$ cat config.mk
export PLATFORM = sky130hd
export DESIGN_NAME = pit_ctrl_flat
export DESIGN_NICKNAME = d
export VERILOG_FILES = /design/src/rtl/pit_ctrl_if.sv /design/src/rtl/pit_ctrl.sv /design/src/flat_wrapper.sv
export SDC_FILE = /design/constraint.sdc
export NUM_CORES = 1
export LEC_CHECK = 0
export ABC_AREA = 1
export BUFFER_PORTS_ARGS = -buffer_cell sky130_fd_sc_hd__buf_2
export CORE_UTILIZATION = 52
export CTS_CLUSTER_DIAMETER = 30
export DETAILED_ROUTE_END_ITERATION = 12
export HOLD_SLACK_MARGIN = 0.1
export PLACE_DENSITY = 0.82
export SYNTH_ARGS = -nofsm -noshare
export SYNTH_HDL_FRONTEND = slang
export SYNTH_SLANG_ARGS = --single-unit
$ cat constraint.sdc
create_clock -name s_axi_aclk -period 3.2 [get_ports s_axi_aclk]
set_input_delay 0.64 -clock s_axi_aclk [delete_from_list [all_inputs] [get_ports s_axi_aclk]]
set_output_delay 0.64 -clock s_axi_aclk [all_outputs]
set_load 0.005 [all_outputs]
$ cat src/rtl/pit_ctrl_if.sv
// AXI-lite write-channel bundle between pit_ctrl (master) and the PIT register slave.
interface pit_ctrl_if #(
  parameter int ADDR_W = 4
);
  logic              awvalid;
  logic              awready;
  logic [ADDR_W-1:0] awaddr;
  logic              wvalid;
  logic              wready;
  logic [31:0]       wdata;
  logic [3:0]        wstrb;
  logic              bvalid;
  logic              bready;
  logic [1:0]        bresp;

  modport master (
    output awvalid, awaddr, wvalid, wdata, wstrb, bready,
    input  awready, wready, bvalid, bresp
  );

  modport slave (
    input  awvalid, awaddr, wvalid, wdata, wstrb, bready,
    output awready, wready, bvalid, bresp
  );
endinterface

$ cat src/rtl/pit_ctrl.sv
// Programs a PIT through an AXI-lite write master on start/stop pulses and counts PIT interrupt edges.
// Defining PIT_CTRL_TIMEOUT_EN adds a B-response timeout of TIMEOUT_CYCLES cycles.
module pit_ctrl #(
  parameter int unsigned                   C_M_AXI_ADDR_WIDTH = 4,
  parameter logic [C_M_AXI_ADDR_WIDTH-1:0] CTRL_ADDR          = 4'h0,
  parameter logic [C_M_AXI_ADDR_WIDTH-1:0] PERIOD_ADDR        = 4'h4,
  parameter int unsigned                   TIMEOUT_CYCLES     = 256
) (
  input  logic        s_axi_aclk,
  input  logic        s_axi_areset,
  input  logic        start,
  input  logic        stop,
  input  logic [31:0] period,
  input  logic        irq_in,
  output logic        busy,
  output logic        running,
  output logic        err,
  output logic [31:0] tick_count,
  pit_ctrl_if.master  m_axi
);

  typedef enum logic [1:0] {
    IDLE      = 2'd0,
    ADDR_DATA = 2'd1,
    RESP      = 2'd2
  } state_t;

  typedef enum logic [1:0] {
    SEQ_PERIOD = 2'd0,
    SEQ_ENABLE = 2'd1,
    SEQ_STOP   = 2'd2
  } seq_t;

  // Control word: bit0 enable, bit1 irq enable, bit2 auto-reload.
  localparam logic [31:0] CTRL_ENABLE  = 32'h0000_0007;
  localparam logic [31:0] CTRL_DISABLE = 32'h0000_0000;

  if (TIMEOUT_CYCLES < 1) begin : g_bad_timeout
    $error("pit_ctrl: TIMEOUT_CYCLES must be at least 1");
  end

  state_t                        state_q;
  seq_t                          seq_q;
  logic                          awvalid_q;
  logic                          wvalid_q;
  logic                          aw_done_q;
  logic                          w_done_q;
  logic                          bready_q;
  logic                          busy_q;
  logic                          running_q;
  logic                          err_q;
  logic                          stop_pend_q;
  logic                          irq_q;
  logic [C_M_AXI_ADDR_WIDTH-1:0] awaddr_q;
  logic [31:0]                   wdata_q;
  logic [31:0]                   tick_q;

  logic        aw_fire;
  logic        w_fire;
  logic        aw_ok_d;
  logic        w_ok_d;
  logic        irq_rise;
  logic        timeout_d;
  logic [31:0] tick_d;

  assign aw_fire  = awvalid_q & m_axi.awready;
  assign w_fire   = wvalid_q & m_axi.wready;
  assign aw_ok_d  = aw_done_q | aw_fire;
  assign w_ok_d   = w_done_q | w_fire;
  assign irq_rise = irq_in & ~irq_q;
  assign tick_d   = (running_q && irq_rise) ? tick_q + 32'd1 : tick_q;

`ifdef PIT_CTRL_TIMEOUT_EN
  localparam int TO_W = $clog2(TIMEOUT_CYCLES + 1);

  logic [TO_W-1:0] to_cnt_q;

  assign timeout_d = (to_cnt_q == TO_W'(TIMEOUT_CYCLES - 1));

  // Counts cycles spent in RESP without bvalid; zero on every entry to RESP.
  always_ff @(posedge s_axi_aclk or posedge s_axi_areset) begin
    if (s_axi_areset) begin
      to_cnt_q <= '0;
    end else if (state_q != RESP) begin
      to_cnt_q <= '0;
    end else if (!m_axi.bvalid) begin
      to_cnt_q <= to_cnt_q + 1'b1;
    end
  end
`else
  assign timeout_d = 1'b0;
`endif

  always_ff @(posedge s_axi_aclk or posedge s_axi_areset) begin
    if (s_axi_areset) begin
      state_q     <= IDLE;
      seq_q       <= SEQ_PERIOD;
      awvalid_q   <= 1'b0;
      wvalid_q    <= 1'b0;
      aw_done_q   <= 1'b0;
      w_done_q    <= 1'b0;
      bready_q    <= 1'b0;
      busy_q      <= 1'b0;
      running_q   <= 1'b0;
      err_q       <= 1'b0;
      stop_pend_q <= 1'b0;
      irq_q       <= 1'b0;
      awaddr_q    <= '0;
      wdata_q     <= '0;
      tick_q      <= '0;
    end else begin
      irq_q  <= irq_in;
      tick_q <= tick_d;

      // A stop that arrives mid-sequence is remembered and replayed from IDLE.
      if (stop && state_q != IDLE) begin
        stop_pend_q <= 1'b1;
      end

      case (state_q)
        IDLE: begin
          if (stop || stop_pend_q) begin
            stop_pend_q <= 1'b0;
            seq_q       <= SEQ_STOP;
            awaddr_q    <= CTRL_ADDR;
            wdata_q     <= CTRL_DISABLE;
            awvalid_q   <= 1'b1;
            wvalid_q    <= 1'b1;
            aw_done_q   <= 1'b0;
            w_done_q    <= 1'b0;
            busy_q      <= 1'b1;
            state_q     <= ADDR_DATA;
          end else if (start) begin
            if (period == 32'd0) begin
              err_q <= 1'b1;
            end else begin
              err_q     <= 1'b0;
              tick_q    <= '0;
              seq_q     <= SEQ_PERIOD;
              awaddr_q  <= PERIOD_ADDR;
              wdata_q   <= period;
              awvalid_q <= 1'b1;
              wvalid_q  <= 1'b1;
              aw_done_q <= 1'b0;
              w_done_q  <= 1'b0;
              busy_q    <= 1'b1;
              state_q   <= ADDR_DATA;
            end
          end
        end

        ADDR_DATA: begin
          if (aw_fire) begin
            awvalid_q <= 1'b0;
            aw_done_q <= 1'b1;
          end
          if (w_fire) begin
            wvalid_q <= 1'b0;
            w_done_q <= 1'b1;
          end
          if (aw_ok_d && w_ok_d) begin
            bready_q <= 1'b1;
            state_q  <= RESP;
          end
        end

        RESP: begin
          if (m_axi.bvalid) begin
            bready_q <= 1'b0;
            if (m_axi.bresp != 2'b00) begin
              err_q   <= 1'b1;
              busy_q  <= 1'b0;
              state_q <= IDLE;
            end else begin
              case (seq_q)
                SEQ_PERIOD: begin
                  seq_q     <= SEQ_ENABLE;
                  awaddr_q  <= CTRL_ADDR;
                  wdata_q   <= CTRL_ENABLE;
                  awvalid_q <= 1'b1;
                  wvalid_q  <= 1'b1;
                  aw_done_q <= 1'b0;
                  w_done_q  <= 1'b0;
                  state_q   <= ADDR_DATA;
                end
                SEQ_ENABLE: begin
                  running_q <= 1'b1;
                  busy_q    <= 1'b0;
                  state_q   <= IDLE;
                end
                default: begin
                  running_q <= 1'b0;
                  busy_q    <= 1'b0;
                  state_q   <= IDLE;
                end
              endcase
            end
          end else if (timeout_d) begin
            err_q    <= 1'b1;
            bready_q <= 1'b0;
            busy_q   <= 1'b0;
            state_q  <= IDLE;
          end
        end

        default: begin
          awvalid_q <= 1'b0;
          wvalid_q  <= 1'b0;
          bready_q  <= 1'b0;
          busy_q    <= 1'b0;
          state_q   <= IDLE;
        end
      endcase
    end
  end

  assign m_axi.awvalid = awvalid_q;
  assign m_axi.awaddr  = awaddr_q;
  assign m_axi.wvalid  = wvalid_q;
  assign m_axi.wdata   = wdata_q;
  assign m_axi.wstrb   = 4'hF;
  assign m_axi.bready  = bready_q;

  assign busy       = busy_q;
  assign running    = running_q;
  assign err        = err_q;
  assign tick_count = tick_q;

endmodule
$ cat src/flat_wrapper.sv
// flat-port wrapper written by rule: the top's interface ports become plain ports
module pit_ctrl_flat 
#(
  parameter int unsigned                   C_M_AXI_ADDR_WIDTH = 4,
  parameter logic [C_M_AXI_ADDR_WIDTH-1:0] CTRL_ADDR          = 4'h0,
  parameter logic [C_M_AXI_ADDR_WIDTH-1:0] PERIOD_ADDR        = 4'h4,
  parameter int unsigned                   TIMEOUT_CYCLES     = 256
)
  (s_axi_aclk, s_axi_areset, start, stop, period, irq_in, busy, running, err, tick_count, m_axi_awvalid, m_axi_awaddr, m_axi_wvalid, m_axi_wdata, m_axi_wstrb, m_axi_bready, m_axi_awready, m_axi_wready, m_axi_bvalid, m_axi_bresp);
  pit_ctrl_if m_axi_i ();
  input  logic s_axi_aclk;
  input  logic s_axi_areset;
  input  logic start;
  input  logic stop;
  input  logic [31:0] period;
  input  logic irq_in;
  output logic busy;
  output logic running;
  output logic err;
  output logic [31:0] tick_count;
  output wire logic [$bits(m_axi_i.awvalid)-1:0] m_axi_awvalid;
  output wire logic [$bits(m_axi_i.awaddr)-1:0] m_axi_awaddr;
  output wire logic [$bits(m_axi_i.wvalid)-1:0] m_axi_wvalid;
  output wire logic [$bits(m_axi_i.wdata)-1:0] m_axi_wdata;
  output wire logic [$bits(m_axi_i.wstrb)-1:0] m_axi_wstrb;
  output wire logic [$bits(m_axi_i.bready)-1:0] m_axi_bready;
  input wire logic [$bits(m_axi_i.awready)-1:0] m_axi_awready;
  input wire logic [$bits(m_axi_i.wready)-1:0] m_axi_wready;
  input wire logic [$bits(m_axi_i.bvalid)-1:0] m_axi_bvalid;
  input wire logic [$bits(m_axi_i.bresp)-1:0] m_axi_bresp;
  assign m_axi_awvalid = m_axi_i.awvalid;
  assign m_axi_awaddr = m_axi_i.awaddr;
  assign m_axi_wvalid = m_axi_i.wvalid;
  assign m_axi_wdata = m_axi_i.wdata;
  assign m_axi_wstrb = m_axi_i.wstrb;
  assign m_axi_bready = m_axi_i.bready;
  assign m_axi_i.awready = m_axi_awready;
  assign m_axi_i.wready = m_axi_wready;
  assign m_axi_i.bvalid = m_axi_bvalid;
  assign m_axi_i.bresp = m_axi_bresp;
  pit_ctrl #(.C_M_AXI_ADDR_WIDTH(C_M_AXI_ADDR_WIDTH), .CTRL_ADDR(CTRL_ADDR), .PERIOD_ADDR(PERIOD_ADDR), .TIMEOUT_CYCLES(TIMEOUT_CYCLES)) u_core (.s_axi_aclk(s_axi_aclk), .s_axi_areset(s_axi_areset), .start(start), .stop(stop), .period(period), .irq_in(irq_in), .busy(busy), .running(running), .err(err), .tick_count(tick_count), .m_axi(m_axi_i));
endmodule
==> results.yml <==
die:
  io_pins: 120
  coreArea_um2: 7331
  rows: 31
  die_w_um: 89.52
  die_h_um: 89.52
  start_util: 0.5433
  fp.dieArea_um2: 8013
placement:
  place_congestion: 0.8673
  place_ws_ns: 0.6994
  port_buffers: 112
  hpwl_um: 7062
synthesis:
  synth.distinct_cells: 30
  synth_cells: 533
  ys_seq_elements: 79
  ys_seq_area_frac: 0.4964
  yosysTopAreaCell: "dfrtp_1"
  synthTopCellsByArea: "dfrtp_1 (50%), nand2_1 (19%), nor2_1 (8.4%)"
  avgSynthCellArea_um2: 7.472
  synthDominantCellAreaShare: 0.4964
  synth_area_um2: 3983
  yosys_warnings: 0
detailed_routing:
  met2WireLength_um: 4431
  post_drt_wl_per_cell_um: 12.41
  drc: 0
  drt_wl_total_um: 9292
  wl_met3_um: 574
  viasPerCell: 4.947
  drt_iter0_markers: 187
  vias: 3705
  ant_nets: 0
  wl_met1_um: 4102
  top_layer: "met4"
  first_pass_iters: 4
pwr:
  leakagePower_nw: 2.701
  intPower_w: 0.001920
  p_switching_w: 0.001200
  ir_drop_mv: 0.3399
  powerDensity_nw_per_um2: 654.4
  pwr-share-comb: 0.328
  clock_power_share: 0.207
  seq_power_share: 0.465
  swShare: 0.3846
min_path:
  hp-class: "input pin to asynchronous set/reset pin"
sta:
  layout_setup_ws_ns: 1.052
  finalCritPeriodShare: 0.6713
  max_slew_margin: 0.4795
  tightest_slew_ns: 0.7799
  hold_viol: 0
  grt_setup_unrepaired: "false"
  final.setup.tns_ns: 0
  finalSetupViolCount: 0
  min_period_ns: 2.148
  drv_slew: 0
  skew_ns: 0.009076
  fmax_mhz: 465.5
clock_tree:
  hold_buffers: 0
  htreeDepth: 3
  cts_sinks: 79
  cts.reportedPaths.clkPinSlew_ns: 0.08
  cts_tree: "yes"
  clock_latency_ns: 0.35
  numCtsBuffers: 9
  root_buffer: "clkbuf_8"
  cts_resized: 0
  cts_setup_buffers: 0
  cts_buffer_depth: 2
final_layout:
  post-route-util: 0.6505
  area_growth_pct: 19.73
  layout_commonest_cell: "nand2_1"
  layout.nets: 688
  layout-drive-gt1-share: 0.2323
  diodes: 0
  final_cell_mix: "nand2_1 (202), buf_2 (112), nor2_1 (89)"
  fill_cells: 654
worst_setup_path:
  timing.rr.end: "u_core.m_axi.wdata[1]"
  start_kind: "flip-flop"
  r2r_setup_slack_ns: 1.05
  r2r_start: "u_core.state_q[0]"
  cp.required_ns: 3.43
  crit_end: "u_core.m_axi.wdata[1]"
  cp.arrival_ns: 2.38
  worst-setup-path-type: "flip-flop to flip-flop"
  reg2reg_depth: 7
  crit_start: "u_core.state_q[0]"
  critPathCaptureType: "flip-flop"
  worstPathMaxFanout: 39
global_routing:
  gr-usage-all-layers: 0.2587
  grt_max_degree: 43
  antenna_found_initial: 0
  grt_pass1_vias: 3654
  grt-ovfl-total: 0
  grt_first_pass_wirelength_um: 15890
run:
  cap_violations: 0
run_status:
  status: "finished clean"
## synth_stat cells, drive strengths merged
library cell and count:
o41ai 1, or2 2, o21ai 7, dfrtp 79
nand3 25, xor2 10, a31oi 1, ha 1
nand2 202, conb 2, clkbuf 1, a21oi 10
or3 1, nor4 1, nor3 7, xnor2 3
buf 18, o211a 1, inv 44, nor2 98
nand3b 1, nand4 18
## cells by family (layout without fill, tap and decap cells)
logic type / Yosys count / in the layout / synth area share
AOI/OAI and AO/OA: 20 / 20 / 0.02859
xor gates and xnor gates: 13 / 13 / 0.02859
adders and majority gates: 1 / 1 / 0.003141
buffers and inverters: 63 / 175 / 0.07257
DFF: 79 / 79 / 0.4964
other: 2 / 7 / 0.001886
and+or+nand+nor: 355 / 355 / 0.3688
## critical path, cell delays in order, from the launching register on
cell and delay [ns]:
dfrtp_1 0.44, inv_2 0.07, nand2_1 0.14, nor2_1 0.09, nand2_1 0.29, nand3_2 0.68, nand2_1 0.24, nand2_1 0.08
## metal layers
metal | up-vias | track usage
met1 | 1689 | 0.3290
li1 | 1867 | -
met5 | - | 0
met4 | 0 | 0.1126
met3 | 17 | 0.05171
met2 | 132 | 0.4296
## how the worst min path moves through the flow
stage / end / depth (start not counted)
after global placement: u_core.m_axi.wdata[19] / 2
after global routing: u_core.irq_q / 1
final: u_core.m_axi.wdata[21] / 2
after floorplan: u_core.w_done_q / 2
after CTS: u_core.m_axi.wdata[21] / 2
after detailed placement: u_core.m_axi.wdata[27] / 2
## cell type report
type,instances,area (um2),area share
Inverter,44,166.4,0.03490
Clock inverter,6,37.54,0.007872
Clock buffer,10,127.6,0.02676
Sequential cell,79,1977,0.4146
Timing Repair Buffer,115,595.6,0.1249
Tap cell,99,123.9,0.02598
Multi-Input combinational cell,396,1740,0.3650
## sequential cells by signal, indices dropped and copies added, names as in the netlist
| name | flops |
|---|---|
| u_core.busy | 1 |
| u_core.err | 1 |
| u_core.w_done_q | 1 |
| u_core.state_q | 2 |
| u_core.m_axi.awvalid | 1 |
| u_core.m_axi.wdata | 32 |
| u_core.running | 1 |
| u_core.m_axi.bready | 1 |
| u_core.tick_count | 32 |
| u_core.irq_q | 1 |
| u_core.m_axi.wvalid | 1 |
| u_core.m_axi.awaddr | 1 |
| u_core.stop_pend_q | 1 |
| u_core.aw_done_q | 1 |
| u_core.seq_q | 2 |
## through the flow
step | std cells | area (um2) | total power, W | hold WS (ns)
floorplan | 538 | 4001 | 0.002121 | 0.4419
global placement | 733 | 4603 | 0.002464 | 0.4514
detailed placement | 733 | 4603 | 0.002497 | 0.4545
CTS | 749 | 4768 | 0.003149 | 0.3760
global route | 749 | 4768 | 0.003388 | 0.4096
finish | 749 | 4768 | 0.003120 | 0.3625
## power groups by stage
stage | registers (W) | logic, W | clock network, W
3_3_place_gp | 0.00146 | 0.00100 | 0
6_report | 0.00145 | 0.00102 | 0.000645
4_1_cts | 0.00145 | 0.00104 | 0.000664
5_1_grt | 0.00148 | 0.00120 | 0.000707
2_1_floorplan | 0.00145 | 0.000666 | 0
3_5_place_dp | 0.00146 | 0.00104 | 0
Power figures use the tool's default switching activity.
